`src/rtl/issue_div_fifo_if.sv`:
```
// Issue-to-divide packet type and the handshake bundle between the issue stage,
// the divide FIFO and execute_div.
package issue_div_pkg;
  typedef struct packed {
    logic        enable;
    logic [5:0]  rob_id;
    logic [3:0]  div_op;
    logic [31:0] rs1_val;
    logic [31:0] rs2_val;
    logic [5:0]  rd_tag;
  } issue_execute_pack_t;
endpackage

interface issue_div_fifo_if #(
  parameter int DEPTH = 16
);
  import issue_div_pkg::*;
  localparam int CNT_W = $clog2(DEPTH) + 1;

  issue_execute_pack_t issue_div_fifo_data_in;
  logic                issue_div_fifo_push;
  logic                issue_div_fifo_full;
  issue_execute_pack_t issue_div_fifo_data_out;
  logic                issue_div_fifo_data_out_valid;
  logic                issue_div_fifo_pop;
  logic                issue_div_fifo_flush;
  logic [CNT_W-1:0]    issue_div_fifo_count;

  modport slave (
    input  issue_div_fifo_data_in,
    input  issue_div_fifo_push,
    input  issue_div_fifo_pop,
    input  issue_div_fifo_flush,
    output issue_div_fifo_full,
    output issue_div_fifo_data_out,
    output issue_div_fifo_data_out_valid,
    output issue_div_fifo_count
  );

  modport master (
    output issue_div_fifo_data_in,
    output issue_div_fifo_push,
    output issue_div_fifo_pop,
    output issue_div_fifo_flush,
    input  issue_div_fifo_full,
    input  issue_div_fifo_data_out,
    input  issue_div_fifo_data_out_valid,
    input  issue_div_fifo_count
  );
endinterface

```
`src/rtl/issue_div_fifo.sv`:
```
// Circular FIFO holding issued packets for execute_div; wrap-bit pointers
// distinguish full from empty, and a commit flush empties it in one cycle.
module issue_div_fifo
  import issue_div_pkg::*;
#(
  parameter int DEPTH = 16,
  localparam int CNT_W = $clog2(DEPTH) + 1
) (
  input  logic               clk,
  input  logic               rst,
  issue_div_fifo_if.slave    bus
);
  localparam int IDX_W = $clog2(DEPTH);

  logic [CNT_W-1:0]    rptr_q, rptr_d;
  logic [CNT_W-1:0]    wptr_q, wptr_d;
  issue_execute_pack_t mem_q [DEPTH];

  logic empty;
  logic full;
  logic push_ok;
  logic pop_ok;

  assign empty = (rptr_q == wptr_q);
  assign full  = (rptr_q[IDX_W-1:0] == wptr_q[IDX_W-1:0]) &&
                 (rptr_q[IDX_W] != wptr_q[IDX_W]);

  // Flush outranks everything; full/empty come from the registered pointers only.
  always_comb begin
    push_ok = bus.issue_div_fifo_push && !bus.issue_div_fifo_flush && !full;
    pop_ok  = bus.issue_div_fifo_pop  && !bus.issue_div_fifo_flush && !empty;
    rptr_d  = rptr_q;
    wptr_d  = wptr_q;
    if (bus.issue_div_fifo_flush) begin
      rptr_d = '0;
      wptr_d = '0;
    end else begin
      if (push_ok) wptr_d = wptr_q + CNT_W'(1);
      if (pop_ok)  rptr_d = rptr_q + CNT_W'(1);
    end
  end

  always_ff @(posedge clk or negedge rst) begin
    if (!rst) begin
      rptr_q <= '0;
      wptr_q <= '0;
    end else begin
      rptr_q <= rptr_d;
      wptr_q <= wptr_d;
    end
  end

  // Storage is not reset; the empty check masks stale contents.
  always_ff @(posedge clk) begin
    if (push_ok) mem_q[wptr_q[IDX_W-1:0]] <= bus.issue_div_fifo_data_in;
  end

  assign bus.issue_div_fifo_full           = full;
  assign bus.issue_div_fifo_data_out_valid = !empty;
  assign bus.issue_div_fifo_count          = wptr_q - rptr_q;
  assign bus.issue_div_fifo_data_out       = empty ? '0 : mem_q[rptr_q[IDX_W-1:0]];

endmodule

```
`src/flat_wrapper.sv`:
```
// flat-port wrapper written by rule: the top's interface ports become plain ports
module issue_div_fifo_flat import issue_div_pkg::*;
#(
  parameter int DEPTH = 16,
  localparam int CNT_W = $clog2(DEPTH) + 1
)
  (clk, rst, bus_issue_div_fifo_data_in, bus_issue_div_fifo_push, bus_issue_div_fifo_pop, bus_issue_div_fifo_flush, bus_issue_div_fifo_full, bus_issue_div_fifo_data_out, bus_issue_div_fifo_data_out_valid, bus_issue_div_fifo_count);
  issue_div_fifo_if #(.DEPTH(DEPTH)) bus_i ();
  input  logic clk;
  input  logic rst;
  input wire logic [$bits(bus_i.issue_div_fifo_data_in)-1:0] bus_issue_div_fifo_data_in;
  input wire logic [$bits(bus_i.issue_div_fifo_push)-1:0] bus_issue_div_fifo_push;
  input wire logic [$bits(bus_i.issue_div_fifo_pop)-1:0] bus_issue_div_fifo_pop;
  input wire logic [$bits(bus_i.issue_div_fifo_flush)-1:0] bus_issue_div_fifo_flush;
  output wire logic [$bits(bus_i.issue_div_fifo_full)-1:0] bus_issue_div_fifo_full;
  output wire logic [$bits(bus_i.issue_div_fifo_data_out)-1:0] bus_issue_div_fifo_data_out;
  output wire logic [$bits(bus_i.issue_div_fifo_data_out_valid)-1:0] bus_issue_div_fifo_data_out_valid;
  output wire logic [$bits(bus_i.issue_div_fifo_count)-1:0] bus_issue_div_fifo_count;
  assign bus_i.issue_div_fifo_data_in = bus_issue_div_fifo_data_in;
  assign bus_i.issue_div_fifo_push = bus_issue_div_fifo_push;
  assign bus_i.issue_div_fifo_pop = bus_issue_div_fifo_pop;
  assign bus_i.issue_div_fifo_flush = bus_issue_div_fifo_flush;
  assign bus_issue_div_fifo_full = bus_i.issue_div_fifo_full;
  assign bus_issue_div_fifo_data_out = bus_i.issue_div_fifo_data_out;
  assign bus_issue_div_fifo_data_out_valid = bus_i.issue_div_fifo_data_out_valid;
  assign bus_issue_div_fifo_count = bus_i.issue_div_fifo_count;
  issue_div_fifo #(.DEPTH(DEPTH)) u_core (.clk(clk), .rst(rst), .bus(bus_i));
endmodule
```
`config.mk`:
```
export PLATFORM = sky130hd
export DESIGN_NAME = issue_div_fifo_flat
export DESIGN_NICKNAME = d
export VERILOG_FILES = /design/src/rtl/issue_div_fifo_if.sv /design/src/rtl/issue_div_fifo.sv /design/src/flat_wrapper.sv
export SDC_FILE = /design/constraint.sdc
export NUM_CORES = 1
export LEC_CHECK = 0
export CAP_MARGIN = 20
export CORE_UTILIZATION = 40
export CTS_CLUSTER_SIZE = 12
export DETAILED_ROUTE_END_ITERATION = 16
export PLACE_DENSITY = 0.61
export SLEW_MARGIN = 20
export SYNTH_ARGS = -nofsm -noshare
export SYNTH_HDL_FRONTEND = slang
export SYNTH_SLANG_ARGS = --single-unit
```
`constraint.sdc`:
```
create_clock -name clk -period 27.2 [get_ports clk]
set_input_delay 6.8 -clock clk [delete_from_list [all_inputs] [get_ports clk]]
set_output_delay 6.8 -clock clk [all_outputs]
set_load 0.005 [all_outputs]
```
* Word level (Yosys, flattened, before mapping)
Memory sizes are Yosys's and may differ from the RTL's.
Index checks and enable logic that the tools add are counted.
** Cells by class
- Reductions and logical operators :: 10
- Equality and inequality tests :: 3
- Add/sub/neg operators :: 3
- Mux-type cells :: 7
** Operator list (count)
- 81-bit two-way mux :: 1
- 5-bit two-way mux :: 4
- 5-bit by 1-bit adder with 5-bit output, second input constant :: 2
- 5-bit equality test :: 1
- 1-bit logical AND :: 5
- 5-bit subtractor :: 1
- 4-bit equality test :: 1
- 2-bit nonzero test :: 2
- 1-bit logical NOT :: 3
- 1-bit two-way mux :: 2
- 1-bit != test :: 1
** Word-level totals
- Memories :: 1
- Input bits :: 86
- Register bits :: 10
- Memory bits (writable) :: 1296
- Word-level logic and storage cells :: 26
** Memories
- u_core.mem_q :: words 16, bits a word 81, rd ports 1, clocked after Yosys merged registers in 0, wr ports 1, line issue_div_fifo.sv:17 : issue_execute_pack_t mem_q [DEPTH];

* Longest topological paths before layout
- Word-level depth :: 6
- Gate-level depth with buffers :: 10
- Gate-level depth less buffers :: 7

* Worst setup path after synthesis
No wires, ideal clock.
- Path type :: input -> register
- Start point :: input port bus_issue_div_fifo_flush
- End point :: memory u_core.mem_q[0][0] in the netlist's numbering, enable pin
- Arrival time :: 12.823 ns
- Cell stages on the path :: 3
- Setup time :: 0.620 ns
- Path slack :: 13.757 ns
- Data required time :: 26.580 ns
- Cell sequence :: a211oi_1 -> nand2_1 -> nor3_1
** On the way
- Cells in the longest elaborated chain, start to end :: 5
** Ends and longest elaborated chain
- start: declaration :: line flat_wrapper.sv:14 : input wire logic [$bits(bus_i.issue_div_fifo_flush)-1:0] bus_issue_div_fifo_flush;
- 1-bit logical NOT :: line issue_div_fifo.sv:30 : push_ok = bus.issue_div_fifo_push && !bus.issue_div_fifo_flush && !full;
- 1-bit logical AND (2 in a row) :: line issue_div_fifo.sv:30
- 1-bit two-way mux :: line issue_div_fifo.sv:55 : if (push_ok) mem_q[wptr_q[IDX_W-1:0]] <= bus.issue_div_fifo_data_in;
- 1-bit two-way mux (implied by the code) :: line issue_div_fifo.sv:55
- end: declaration :: line issue_div_fifo.sv:17
Every way passes these cells.

* Worst setup path after layout
- Start point :: register u_core.rptr_q[2]
- End point :: output port bus_issue_div_fifo_data_out[0]
** On the way
- Cells in the longest elaborated chain, start to end :: 2
- Elaborated cells on any way between the ends :: 3
** Ends and longest elaborated chain
- start: declaration :: line issue_div_fifo.sv:15 : logic [CNT_W-1:0] rptr_q, rptr_d;
- start signal: assignment :: line issue_div_fifo.sv:48 : rptr_q <= rptr_d;
- memory read 16 x 81 bit / 5-bit equality test (equally long branches)
- 81-bit two-way mux (*) :: line issue_div_fifo.sv:61 : assign bus.issue_div_fifo_data_out = empty ? '0 : mem_q[rptr_q[IDX_W-1:0]];
- end: declaration :: line flat_wrapper.sv:16 : output wire logic [$bits(bus_i.issue_div_fifo_data_out)-1:0] bus_issue_div_fifo_data_out;
Mark *: on every way between the ends. The rest lies on a longest branch, timed or not.

==> impl_metrics.env <==
export IMPL_status="finished clean"
export IMPL_grt_start_max_net_pins=137
export IMPL_cp_required_ns=20.40
export IMPL_syn_to_final_growth_pct=16.4
export IMPL_relSlewSlack_pct=26.1
export IMPL_synth_edf_count=1296
export IMPL_tightest_slew_ns=1.11
export IMPL_die_y_um=353
export IMPL_drt_wl_total_um=117000
export IMPL_use_met2_pct=31.3
export IMPL_cts_htree_levels=4
export IMPL_power_density_nw_per_um2=79.4
export IMPL_synth_nets=2176
export IMPL_dp_final_hpwl_um=57400
export IMPL_cp_slowest_cell="dfrtp_4"
export IMPL_holdCritPathClass="flip-flop to flip-flop"
export IMPL_cts_setup_buffers=0
export IMPL_p_leak_uw=0.0177
export IMPL_crit_arrival_ns=5.69
export IMPL_finalCritPeriodShare_pct=45.9
export IMPL_setup_tns_ns=0
export IMPL_yosys_warnings=0
export IMPL_ctsHoldBuffers=0
export IMPL_dr_pass1_iters=5
export IMPL_yosys_most_used_dff="edfxtp_1"
export IMPL_drv_slew=0
export IMPL_die_w_um=353
export IMPL_grt_ovfl_total=0
export IMPL_peakVddDrop_v=0.0000589
export IMPL_vias=22890
export IMPL_crit_path_max_incr_delay_ns=0.98
export IMPL_seq_area_frac_synth_pct=79.3
export IMPL_cts_tree="built"
export IMPL_cts_resized=0
export IMPL_max_freq_mhz=80.1
export IMPL_clkSlewWorstSetupHoldPaths_ns=0.05
export IMPL_grt_use_total_pct=18.9
export IMPL_numCtsBuffers=141
export IMPL_rsz0062_at_grt="no"
export IMPL_clock_root_buffer="clkbuf_16"
export IMPL_ff2ff_path_depth=8
export IMPL_drc=0
export IMPL_synth_area_leader_cell="edfxtp_1"
export IMPL_ys_top_cells_by_area="edfxtp_1 (79%), mux4_2 (15%), mux2i_1 (1.7%)"
export IMPL_synth_avg_cell_area_um2=23.7
export IMPL_core_um2=122000
export IMPL_hold_depth=2
export IMPL_cp_start_kind="flip-flop"
export IMPL_whs_ns=0.642
export IMPL_finalSetupViolCount=0
export IMPL_pin_count=174
export IMPL_fillers=9877
export IMPL_port_buffers=173
export IMPL_grt_util_met3_pct=3.77
export IMPL_place_congestion=0.716
export IMPL_antenna_left=0
export IMPL_rows=128
export IMPL_min_period_ns=12.49
export IMPL_hold_viol=0
export IMPL_crit_chain="inv_1, ha_1, and4_1, a211oi_4, buf_4, buf_4, a22oi_1, o21ai_1, clkdlybuf4s50_1"
export IMPL_end_kind="primary output"
export IMPL_clockBufferDepth=3
export IMPL_path_common_cell="buf_4"
export IMPL_cap_violations=0
export IMPL_async_reset_ff_share_pct=0.766
export IMPL_routed_via_density=5.64
export IMPL_nNetsFinal=2431
export IMPL_crit_path_max_fanout=55
export IMPL_first_global_vias=24391
export IMPL_fin_skew_ns=0.0386
export IMPL_clk_latency_ns=0.74
export IMPL_drive_gt1_share_pct=23.6
export IMPL_grt_pass1_wl_um=171000
export IMPL_cts_sinks=1306
export IMPL_ys_ff_latch=1306
export IMPL_reg2reg_slack_ns=21.54
export IMPL_grt_met1_usage_pct=25.8
export IMPL_antenna_found_initial=15
export IMPL_syn_area_um2=49400
export IMPL_netlist_instances=2080
export IMPL_wl_per_cell_um=28.9
export IMPL_dieArea_um2=125000
export IMPL_synth_distinct_cells=37
export IMPL_drtIter0Drc=1954
export IMPL_netlist_area_leader_share_pct=78.8
export IMPL_criticalPathCategory="flip-flop to primary output"
export IMPL_busiest_layer="met2"
export IMPL_diodes=0
export IMPL_start_util_pct=40.4
==> registers in the layout (all words and copies together), names as in the netlist <==
signal         count
u_core.wptr_q      5
u_core.mem_q    1296
u_core.rptr_q      5
==> Yosys cell counts (8+ instances only) <==
| master | n |
|---|---|
| buf_2 | 48 |
| nand2_1 | 8 |
| mux4_2 | 322 |
| o21ai_1 | 16 |
| o21ai_0 | 67 |
| clkbuf_1 | 53 |
| ha_1 | 9 |
| dfrtp_1 | 10 |
| buf_1 | 8 |
| edfxtp_1 | 1296 |
| a22oi_1 | 80 |
| mux2i_1 | 84 |
| nor2_1 | 22 |
==> power by group <==
part	switching, uW	total [uW]	internal [uW]
Combinational	269	551	282
Clock	756	1770	1010
Sequential	16.4	2250	2230
==> kinds of logic (layout without fill, tap and decap cells) <==
kind of cell / after synthesis / in the layout / synth area share (%)
multiplexers: 408 / 408 / 16.4
buffers and inverters: 118 / 474 / 1.03
XOR/XNOR: 12 / 12 / 0.228
adder cells (fa/ha/maj): 10 / 10 / 0.269
AO/OA/AOI/OAI: 181 / 181 / 2.33
AND/OR/NAND/NOR: 45 / 45 / 0.403
flip-flops: 1306 / 1306 / 79.3
==> area by class of cell <==
| class | instances | area [um2] | area share, % |
|---|---|---|---|
| flip-flops and latches | 1306 | 39200 | 68.2 |
| well taps | 1625 | 2030 | 3.54 |
| repair buffers | 222 | 2120 | 3.69 |
| clock inverters | 53 | 415 | 0.723 |
| multi-input cells | 656 | 9850 | 17.1 |
| inverters | 8 | 35.0 | 0.0610 |
| clock buffers | 191 | 3840 | 6.69 |
==> critical path: cells and delay by family, from the launching register on <==
| family | cells | cell delay, ns |
|---|---|---|
| fa+ha+maj | 1 | 0.42 |
| flops | 1 | 0.98 |
| simple gates | 1 | 0.32 |
| compound gates | 3 | 0.84 |
| buf+inv | 4 | 2.33 |
==> metrics by stage <==
step / cell area (um2) / worst slack, ns / instances / utilization [%] / total power (uW)
2_1_floorplan: 49400 / 13.76 / 2080 / - / 2620
4_1_cts: 57500 / 14.22 / 4061 / 47.0 / 4620
3_3_place_gp: 53200 / 15.14 / 3817 / 43.5 / 2850
3_5_place_dp: 53200 / 15.01 / 3817 / 43.5 / 2860
5_1_grt: 57500 / 14.33 / 4061 / 47.0 / 4720
6_report: 57500 / 14.71 / 4061 / 47.0 / 4570
==> cell usage in the layout (no fill, tap or decap), types with 2 or more instances in the layout <==
cell	n
clkinv_16	2
o31ai_1	2
nor2_4	12
nand2b_1	2
inv_1	6
clkinvlp_4	2
nand3_1	4
bufinv_16	2
o211ai_1	4
mux4_2	322
clkdlybuf4s50_1	173
nand4_1	2
xnor2_1	7
ha_1	9
xor2_1	4
nor3_2	4
nor2_1	10
a21oi_1	4
a211oi_4	2
dfrtp_4	3
buf_4	46
dfrtp_1	7
clkinv_1	23
clkinv_8	3
clkbuf_1	44
a21o_1	2
clkinv_2	14
nand2_1	7
a211oi_1	2
a22oi_1	80
buf_6	2
o21ai_1	16
clkbuf_16	147
edfxtp_1	1296
o21ai_0	67
inv_6	6
mux2i_1	84
==> worst paths after layout <==
check                                        startpoint                              to
max                        u_core.rptr_q[2]$_DFFE_PN0P_  bus_issue_div_fifo_data_out[0]
min                        u_core.wptr_q[4]$_DFFE_PN0P_    u_core.wptr_q[4]$_DFFE_PN0P_
max reg2reg                u_core.rptr_q[2]$_DFFE_PN0P_   u_core.mem_q[4][20]$_DFFE_PP_
min reg2reg                u_core.wptr_q[4]$_DFFE_PN0P_    u_core.wptr_q[4]$_DFFE_PN0P_
max in group asynchronous                           rst    u_core.rptr_q[1]$_DFFE_PN0P_
min in group asynchronous                           rst    u_core.wptr_q[4]$_DFFE_PN0P_
==> per-layer routing <==
metal  routed length (um)  vias to the layer above
met1                50000                    12550
met4                 2050                       22
li1                     -                     9472
met2                58800                      665
met3                 6400                      181
met5                  131                        -
(Power assumes the default switching activity.)
